File: src/rtl/prbs_burst_controller_pkg.sv
// prbs_burst_controller_pkg: shared FSM states, default LFSR shape and the PRBS step function.
package prbs_pkg;
  typedef enum logic [2:0] {IDLE, LOAD, RUN, PAUSED, DONE} state_t;
  localparam int DEF_WIDTH = 4;
  localparam logic [DEF_WIDTH-1:0] DEF_TAPS = 4'b1100;
  localparam int DEF_LEN_W = 8;
  localparam int LFSR_MAX_W = 32;
  // Width-agnostic Fibonacci step; callers zero-extend and truncate to their own width.
  function automatic logic [LFSR_MAX_W-1:0] lfsr_next(input logic [LFSR_MAX_W-1:0] s, input logic [LFSR_MAX_W-1:0] taps);
    return {s[LFSR_MAX_W-2:0], ^(s & taps)};
  endfunction
endpackage

File: src/rtl/prbs_burst_controller_if.sv
// prbs_burst_controller_if: board-control inputs and PRBS display outputs of the burst controller.
interface prbs_burst_controller_if import prbs_pkg::*; #(
  parameter int WIDTH = DEF_WIDTH,
  parameter int LEN_W = DEF_LEN_W
);
  logic tick_en, start, pause, abort;
  logic [WIDTH-1:0] seed, lfsr_out;
  logic [LEN_W-1:0] burst_len;
  logic bit_out, valid, busy, done, wrap, seed_fixed;
  modport master(
    output tick_en, start, seed, burst_len, pause, abort,
    input lfsr_out, bit_out, valid, busy, done, wrap, seed_fixed
  );
  modport slave(
    input tick_en, start, seed, burst_len, pause, abort,
    output lfsr_out, bit_out, valid, busy, done, wrap, seed_fixed
  );
endinterface

File: src/rtl/prbs_burst_controller_lfsr_core.sv
// prbs_lfsr_core: WIDTH-bit Fibonacci LFSR register with load and single-step controls.
module prbs_lfsr_core import prbs_pkg::*; #(
  parameter int WIDTH = DEF_WIDTH,
  parameter logic [WIDTH-1:0] TAPS = WIDTH'(DEF_TAPS)
) (
  input  logic             clk,
  input  logic             reset,
  input  logic             load,
  input  logic [WIDTH-1:0] load_val,
  input  logic             step,
  output logic [WIDTH-1:0] state_q
);
  always_ff @(posedge clk)
    if (reset) state_q <= '0;
    else if (load) state_q <= load_val;
    else if (step) state_q <= WIDTH'(lfsr_next(LFSR_MAX_W'(state_q), LFSR_MAX_W'(TAPS)));
endmodule

File: src/rtl/prbs_burst_controller.sv
// prbs_burst_controller: runs the PRBS LFSR for a programmed number of tick-paced steps
// with start/busy/done handshake, pause, abort and zero-seed protection.
module prbs_burst_controller import prbs_pkg::*; #(
  parameter int WIDTH = DEF_WIDTH,
  parameter logic [WIDTH-1:0] TAPS = WIDTH'(DEF_TAPS),
  parameter int LEN_W = DEF_LEN_W
) (
  input logic clk,
  input logic reset,
  prbs_burst_controller_if.slave bus
);
  state_t r_state;
  logic [WIDTH-1:0] r_seed, r_lfsr_out, w_lfsr, w_next;
  logic [LEN_W-1:0] r_len, r_cnt, w_cnt_inc;
  logic r_valid, r_done, r_wrap, r_fix;
  logic w_load, w_step;
  assign w_load = (r_state == LOAD) && !bus.abort;
  assign w_step = (r_state == RUN) && bus.tick_en && !bus.pause && !bus.abort;
  assign w_next = WIDTH'(lfsr_next(LFSR_MAX_W'(w_lfsr), LFSR_MAX_W'(TAPS)));
  assign w_cnt_inc = r_cnt + 1'b1;
  prbs_lfsr_core #(.WIDTH(WIDTH), .TAPS(TAPS)) u_core (
    .clk(clk), .reset(reset), .load(w_load), .load_val(r_seed), .step(w_step), .state_q(w_lfsr)
  );
  // Seed is latched already repaired so wrap detection compares against what was really loaded.
  always_ff @(posedge clk) begin
    if (reset) begin
      r_state <= IDLE;
      r_seed <= '0;
      r_len <= '0;
      r_cnt <= '0;
      r_lfsr_out <= '0;
      r_valid <= 1'b0;
      r_done <= 1'b0;
      r_wrap <= 1'b0;
      r_fix <= 1'b0;
    end else begin
      r_valid <= 1'b0;
      r_done <= 1'b0;
      r_wrap <= 1'b0;
      r_fix <= 1'b0;
      case (r_state)
        IDLE: if (bus.start) begin
          r_seed <= (bus.seed == '0) ? WIDTH'(1) : bus.seed;
          r_fix <= bus.seed == '0;
          r_len <= bus.burst_len;
          r_state <= LOAD;
        end
        LOAD: begin
          r_cnt <= '0;
          r_state <= bus.abort ? IDLE : (r_len == '0) ? DONE : RUN;
        end
        RUN: if (bus.abort) r_state <= IDLE;
        else if (bus.pause) r_state <= PAUSED;
        else if (bus.tick_en) begin
          r_lfsr_out <= w_lfsr;
          r_valid <= 1'b1;
          r_wrap <= w_next == r_seed;
          r_cnt <= w_cnt_inc;
          if (w_cnt_inc == r_len) r_state <= DONE;
        end
        PAUSED: r_state <= bus.abort ? IDLE : bus.pause ? PAUSED : RUN;
        DONE: begin
          r_done <= !bus.abort;
          r_state <= IDLE;
        end
        default: r_state <= IDLE;
      endcase
    end
  end
  assign bus.lfsr_out = r_lfsr_out;
  assign bus.bit_out = r_lfsr_out[WIDTH-1];
  assign bus.valid = r_valid;
  assign bus.busy = r_state != IDLE;
  assign bus.done = r_done;
  assign bus.wrap = r_wrap;
  assign bus.seed_fixed = r_fix;
endmodule

File: src/flat_wrapper.sv
// flat-port wrapper written by rule: the top's interface ports become plain ports
module prbs_burst_controller_flat import prbs_pkg::*;
#(
  parameter int WIDTH = DEF_WIDTH,
  parameter logic [WIDTH-1:0] TAPS = WIDTH'(DEF_TAPS),
  parameter int LEN_W = DEF_LEN_W
)
  (clk, reset, bus_tick_en, bus_start, bus_seed, bus_burst_len, bus_pause, bus_abort, bus_lfsr_out, bus_bit_out, bus_valid, bus_busy, bus_done, bus_wrap, bus_seed_fixed);
  prbs_burst_controller_if #(.WIDTH(WIDTH), .LEN_W(LEN_W)) bus_i ();
  input logic clk;
  input logic reset;
  input wire logic [$bits(bus_i.tick_en)-1:0] bus_tick_en;
  input wire logic [$bits(bus_i.start)-1:0] bus_start;
  input wire logic [$bits(bus_i.seed)-1:0] bus_seed;
  input wire logic [$bits(bus_i.burst_len)-1:0] bus_burst_len;
  input wire logic [$bits(bus_i.pause)-1:0] bus_pause;
  input wire logic [$bits(bus_i.abort)-1:0] bus_abort;
  output wire logic [$bits(bus_i.lfsr_out)-1:0] bus_lfsr_out;
  output wire logic [$bits(bus_i.bit_out)-1:0] bus_bit_out;
  output wire logic [$bits(bus_i.valid)-1:0] bus_valid;
  output wire logic [$bits(bus_i.busy)-1:0] bus_busy;
  output wire logic [$bits(bus_i.done)-1:0] bus_done;
  output wire logic [$bits(bus_i.wrap)-1:0] bus_wrap;
  output wire logic [$bits(bus_i.seed_fixed)-1:0] bus_seed_fixed;
  assign bus_i.tick_en = bus_tick_en;
  assign bus_i.start = bus_start;
  assign bus_i.seed = bus_seed;
  assign bus_i.burst_len = bus_burst_len;
  assign bus_i.pause = bus_pause;
  assign bus_i.abort = bus_abort;
  assign bus_lfsr_out = bus_i.lfsr_out;
  assign bus_bit_out = bus_i.bit_out;
  assign bus_valid = bus_i.valid;
  assign bus_busy = bus_i.busy;
  assign bus_done = bus_i.done;
  assign bus_wrap = bus_i.wrap;
  assign bus_seed_fixed = bus_i.seed_fixed;
  prbs_burst_controller #(.WIDTH(WIDTH), .TAPS(TAPS), .LEN_W(LEN_W)) u_core (.clk(clk), .reset(reset), .bus(bus_i));
endmodule
File: config.mk
export PLATFORM = sky130hd
export DESIGN_NAME = prbs_burst_controller_flat
export DESIGN_NICKNAME = d
export VERILOG_FILES = /design/src/rtl/prbs_burst_controller_pkg.sv /design/src/rtl/prbs_burst_controller_if.sv /design/src/rtl/prbs_burst_controller_lfsr_core.sv /design/src/rtl/prbs_burst_controller.sv /design/src/flat_wrapper.sv
export SDC_FILE = /design/constraint.sdc
export NUM_CORES = 1
export LEC_CHECK = 0
export BUFFER_PORTS_ARGS = -buffer_cell sky130_fd_sc_hd__buf_2
export CAP_MARGIN = 5
export CORE_ASPECT_RATIO = 1.2
export CORE_MARGIN = 2
export CORE_UTILIZATION = 50
export DETAILED_ROUTE_END_ITERATION = 7
export PLACE_DENSITY = 0.75
export SKIP_LAST_GASP = 1
export SLEW_MARGIN = 10
export SYNTH_ARGS = -nofsm -noshare
export SYNTH_HDL_FRONTEND = slang
export SYNTH_SLANG_ARGS = --single-unit
File: constraint.sdc
create_clock -name clk -period 1.72 [get_ports clk]
set_input_delay 0.344 -clock clk [delete_from_list [all_inputs] [get_ports clk]]
set_output_delay 0.344 -clock clk [all_outputs]
set_load 0.01 [all_outputs]
[Word level (Yosys, flattened, before mapping)]
Cells that the tools add are included.
Operators by class
  add/subtract/negate cells: 1
  equality and inequality tests: 12
  mux-type cells: 18
  bitwise gates (word level): 7
  reduce and logical (&&, ||, !) cells: 21
Operators with widths (count)
  $reduce_xor 32->1: 1
  $mux 3: 8
  $mux 8: 3
  $pmux 8 s2: 1
  $mux 4: 3
  $pmux 3 s4: 1
  $add 8x1->8 const B: 1
  $eq 8x8->1: 1
  $logic_not 8->1: 1
  $ne 2x2->1 const B: 4
  $ne 4x4->1 const B: 2
  $reduce_and 4->1: 2
  $not 1->1: 7
  $eq 3x2->1 const B: 2
  $reduce_or 5->1: 1
  $eq 4x4->1: 1
  $logic_and 1x1->1: 4
  $logic_not 4->1: 1
  $reduce_bool 2->1: 2
  $reduce_or 4->1: 1
  $eq 3x1->1 const B: 1
  $eq 3x3->1 const B: 1
  $logic_not 3->1: 1
  $reduce_and 3->1: 1
  other kinds (6): 8
Storage, ports and cells
  flip-flop bits (word level): 35
  input port bits: 18
  word-level logic and storage cells: 69

[Depth between registers and ports, before layout]
  depth after elaboration: 7
  gate-level depth with buffers: 6
  mapped depth without buffers: 6

[Modules after synthesis]
From an unflattened synthesis, not the netlist that was laid out.
Second synthesis, totals
  cells, all modules: 207
  area total of the unflattened synthesis: 1715.4 µm²
By module, submodules not included
  prbs_burst_controller: instances 1, cells an instance 188, area an instance 1514.0 µm², seq. area each 620.6 µm²
  prbs_lfsr_core: instances 1, cells an instance 19, area an instance 201.4 µm², seq. area each 80.1 µm²

[Worst setup path before layout]
No wires, ideal clock.
  kind: flip-flop to flip-flop
  from: reg u_core.r_cnt[0]
  to: reg u_core.r_state[1]
  setup time: 0.120 ns
  arrival: 1.690 ns
  path slack: -0.090 ns
  stages on the path, launching flop included: 7
  buffers on the path: 0
  cell sequence: dfxtp_1 -> ha_1 -> nand3_1 -> nor3_1 -> a31oi_1 -> or4_4 -> a211o_1
Between the ends
  cells in the longest elaborated chain, start to end: 4
Ends and longest elaborated chain
  from (decl): RTL line prbs_burst_controller.sv:14  | logic [LEN_W-1:0] r_len, r_cnt, w_cnt_inc;
  from (signal assigned): RTL line prbs_burst_controller.sv:58  | r_cnt <= w_cnt_inc;
  $add 8x1->8: RTL line prbs_burst_controller.sv:20  | assign w_cnt_inc = r_cnt + 1'b1;
  $eq 8x8->1: RTL line prbs_burst_controller.sv:59  | if (w_cnt_inc == r_len) r_state <= DONE;
  $ne 4x4->1 (no source line)
  $reduce_and 3->1 (no source line)
  to (signal assigned): RTL line prbs_burst_controller.sv:50  | r_state <= bus.abort ? IDLE : (r_len == '0) ? DONE : RUN;
  to (signal assigned): RTL line prbs_burst_controller.sv:61  | PAUSED: r_state <= bus.abort ? IDLE : bus.pause ? PAUSED : RUN;
  to (decl): RTL line prbs_burst_controller.sv:12  | state_t r_state;
No other way between the ends.
A chain may end at the register's enable or synchronous reset.

[Worst setup path after layout]
  from: reg u_core.r_cnt[1]
  to: reg u_core.r_state[1]
Same word-level chain as after synthesis.

==> results by group <==
Run status
  – Status: finished, violations left
  – Failing checks: negative setup slack

STA
  – Count of final setup violators: 1
  – Hold Fails Final Rpt: 0
  – Period minus WS final: 1.74 ns
  – FMAX: 0.574 GHz
  – Slew @ Worst Pin: 0.525 ns
  – Final WS setup: -0.0221 ns
  – Max-slew violations: 0
  – WHS: 0.229 ns
  – Final Skew: 0.00263 ns
  – Slew headroom: 64.1%
  – Period utilization: 101%
  – RSZ-0062 raised after global routing: yes

Power and ir drop
  – Clock share of power: 41.0%
  – Pwr/cell area: 871 mW/mm^2
  – Combinational power share: 11.9%
  – Internal power: 0.00141 W
  – Leak: 0.868 nW
  – Net Sw Frac: 24.2%
  – Seq pwr share: 47.1%
  – Switching power: 0.000448 W
  – Total power draw: 0.00185 W
  – Peak VDD IR: 0.000696 V

Synth
  – Mapped Avg Cell Area: 7.83 um^2
  – Synth unique cells: 38
  – Synth warn: 0
  – Top FF cell, synth: dfxtp_1
  – EDFF count, synth: 0
  – FFs w/ async S/R, synth: 0%
  – Synthesized Nets: 239
  – Synthesized flop and latch total: 35
  – Seq/Total Area, Yosys: 40.7%
  – Synthesized area: 0.00172 mm^2
  – Syn Inst Count: 220

GRT
  – Antenna violations before repair: 0
  – Vias in the first global route: 1507
  – First-pass GRT wire length: 6.30 mm
  – GR peak layer: met2
  – Grt met2 use: 41.2%
  – Global Route met1 Usage: 22.0%
  – GRT Total Usage: 21.3%
  – GR Util met3: 4.54%
  – Grt ovf: 0
  – Largest net degree at the start of global routing: 26

Worst setup path
  – Internal reg-to-reg setup slack: -0.02 ns
  – R2r endpoint: u_core.r_state[1]
  – Reg2Reg Launch Point: u_core.r_cnt[1]
  – Crit path max fanout: 3
  – Worst setup SP type: register
  – Cell depth of the worst flop-to-flop path: 5
  – Crit path capture type: register
  – Worst EP arrival: 1.92 ns
  – CP required: 1.90 ns
  – Setup CP Type: register to register

Floorplan
  – Core Area: 0.00331 mm^2
  – # rows: 23
  – Top Ports: 28
  – Die Width: 57.6 um
  – Die ar.: 0.00393 mm^2
  – Starting Density: 52.0%
  – Die height: 68.3 um

Finish
  – Share of cells above drive strength 1: 26.5%
  – Area of the multi-input gates: 982 um^2
  – Cell Count, Final, Fillers Out: 297
  – Area Overhead vs Synth: 23.7%
  – Final nets: 278
  – Diodes inserted: 0
  – Reg area: 709 um^2
  – Commonest non-fill, non-tap cell in the layout: nand2_1
  – Fill cells: 275
  – Most frequent cells in the layout: nand2_1, dfxtp_1, buf_2

Worst hold path
  – Hold EP: u_core.bus.seed_fixed
  – Worst hold path class: primary input to register
  – Hold Path Depth: 2
  – Hold Crit Start: bus_seed[0]

Route
  – # DRC: 0
  – Total vias in the final route: 1660
  – WL final: 3.92 mm
  – Drt via density: 5.59
  – Iteration-0 DRC Markers: 40
  – DR WL/cell: 13.2 um
  – TritonRoute pass-1 iters: 4
  – ANT nets after route: 0

CTS
  – CTS tree: done
  – Clock Latency Late Sink: 0.29 ns
  – H-tree depth: 2
  – Max clock buf depth: 2
  – Root Buffer: clkbuf_8
  – Clock sink count: 35
  – Num CTS Buffers: 5
  – Clk slew on worst S/H paths: 0.07 ns

Placement
  – GP Congestion: 0.832
  – Placed cells: 287
  – Hpwl dp: 2.87 mm
  – I/O Buffers: 27

Flow run
  – Total of max-cap violations: 0
## critical path, cell delays in order, from the launching register on
cell and delay [ns]:
dfxtp_4 0.36, ha_4 0.28, xnor2_2 0.10, nand3_1 0.09, or4_4 0.54, a211o_1 0.26
## cell families (layout without fill, tap and decap cells)
group,after synthesis,count (layout),synth area share (%)
xor+xnor,13,13,6.61
fa+ha+maj,1,1,0.727
flops,35,35,40.7
buf+inv,15,55,4.07
compound gates,49,49,16.6
simple gates,107,107,31.3
## synth_stat cells, drive strengths merged, types with 2 or more instances
cell | number | area (um^2)
a211o | 4 | 35.0
clkbuf | 7 | 26.3
and3 | 3 | 18.8
xnor2 | 8 | 70.1
nand3 | 9 | 50.1
nand4 | 2 | 12.5
buf | 5 | 32.5
xor2 | 5 | 43.8
o22ai | 3 | 18.8
a31oi | 5 | 31.3
nor3 | 10 | 50.1
o21ai | 7 | 35.0
dfxtp | 35 | 701
and2 | 7 | 43.8
inv | 3 | 11.3
or3 | 4 | 26.3
nor2 | 13 | 48.8
or2 | 2 | 12.5
a21oi | 26 | 130
nor4 | 4 | 25.0
nand2 | 44 | 168
nor2b | 4 | 25.0
## how the worst max path moves through the flow
stage	cells past startpoint	slack, ns	from	to
2_1_floorplan	5	0.02	u_core.r_cnt[0]	u_core.r_state[1]
3_3_place_gp	5	0.0004	u_core.r_cnt[1]	u_core.r_state[1]
3_5_place_dp	5	-0.009	u_core.r_cnt[0]	u_core.r_state[1]
4_1_cts	5	-0.007	u_core.r_cnt[0]	u_core.r_state[1]
5_1_grt	5	-0.06	u_core.r_cnt[0]	u_core.r_state[1]
6_report	5	-0.02	u_core.r_cnt[1]	u_core.r_state[1]
## layout make-up
cell class | instances | share of cell area (%)
inverter | 3 | 0.529
clock inverter | 2 | 1.65
sequential | 35 | 33.3
clock buffer | 6 | 3.88
multi-input combinational | 170 | 46.1
timing repair buffer | 44 | 12.3
tap | 37 | 2.17
## power by group through the flow
stage	clock network (W)	logic, W	registers [W]
finish	0.000760	0.000221	0.000873
global route	0.000804	0.000250	0.000876
CTS	0.000770	0.000218	0.000874
detailed placement	0	0.000215	0.000892
global placement	0	0.000213	0.000891
floorplan	0	0.000151	0.000884
## flip-flops by register name (all words and copies together), names as in the netlist
| name | count |
|---|---|
| u_core.bus.seed_fixed | 1 |
| u_core.r_cnt | 8 |
| u_core.bus.valid | 1 |
| u_core.bus.lfsr_out | 4 |
| u_core.r_state | 3 |
| u_core.bus.wrap | 1 |
| u_core.u_core.state_q | 4 |
| u_core.r_len | 8 |
| u_core.bus.done | 1 |
| u_core.r_seed | 4 |
## per-stage QoR
step	util (%)	setup slack (ns)	instance area [um^2]	setup TNS [ns]
after CTS	63.4	-0.00661	2100	-0.00661
after global placement	59.7	0.000386	1970	0
final	64.3	-0.0221	2130	-0.0221
after detailed placement	59.7	-0.00867	1970	-0.00867
after global routing	64.3	-0.0637	2130	-0.0637
after floorplan	-	0.0213	1740	0
## per-layer routing
layer	vias to the layer above	wire length [um]
met4	0	64
met5	-	0
met1	779	1590
met3	6	165
met2	29	2100
li1	846	-
## what timing repair did
action / 4_1_cts / 5_1_grt
cloned: 0 / 0
resized for setup: 1 / 6
hold buffers: 0 / 0
endpoints found under the setup margin: 1 / 5
buffers inserted: 0 / 2
pin swaps: 0 / 1
Note: power is estimated with default switching activity, not from simulation.
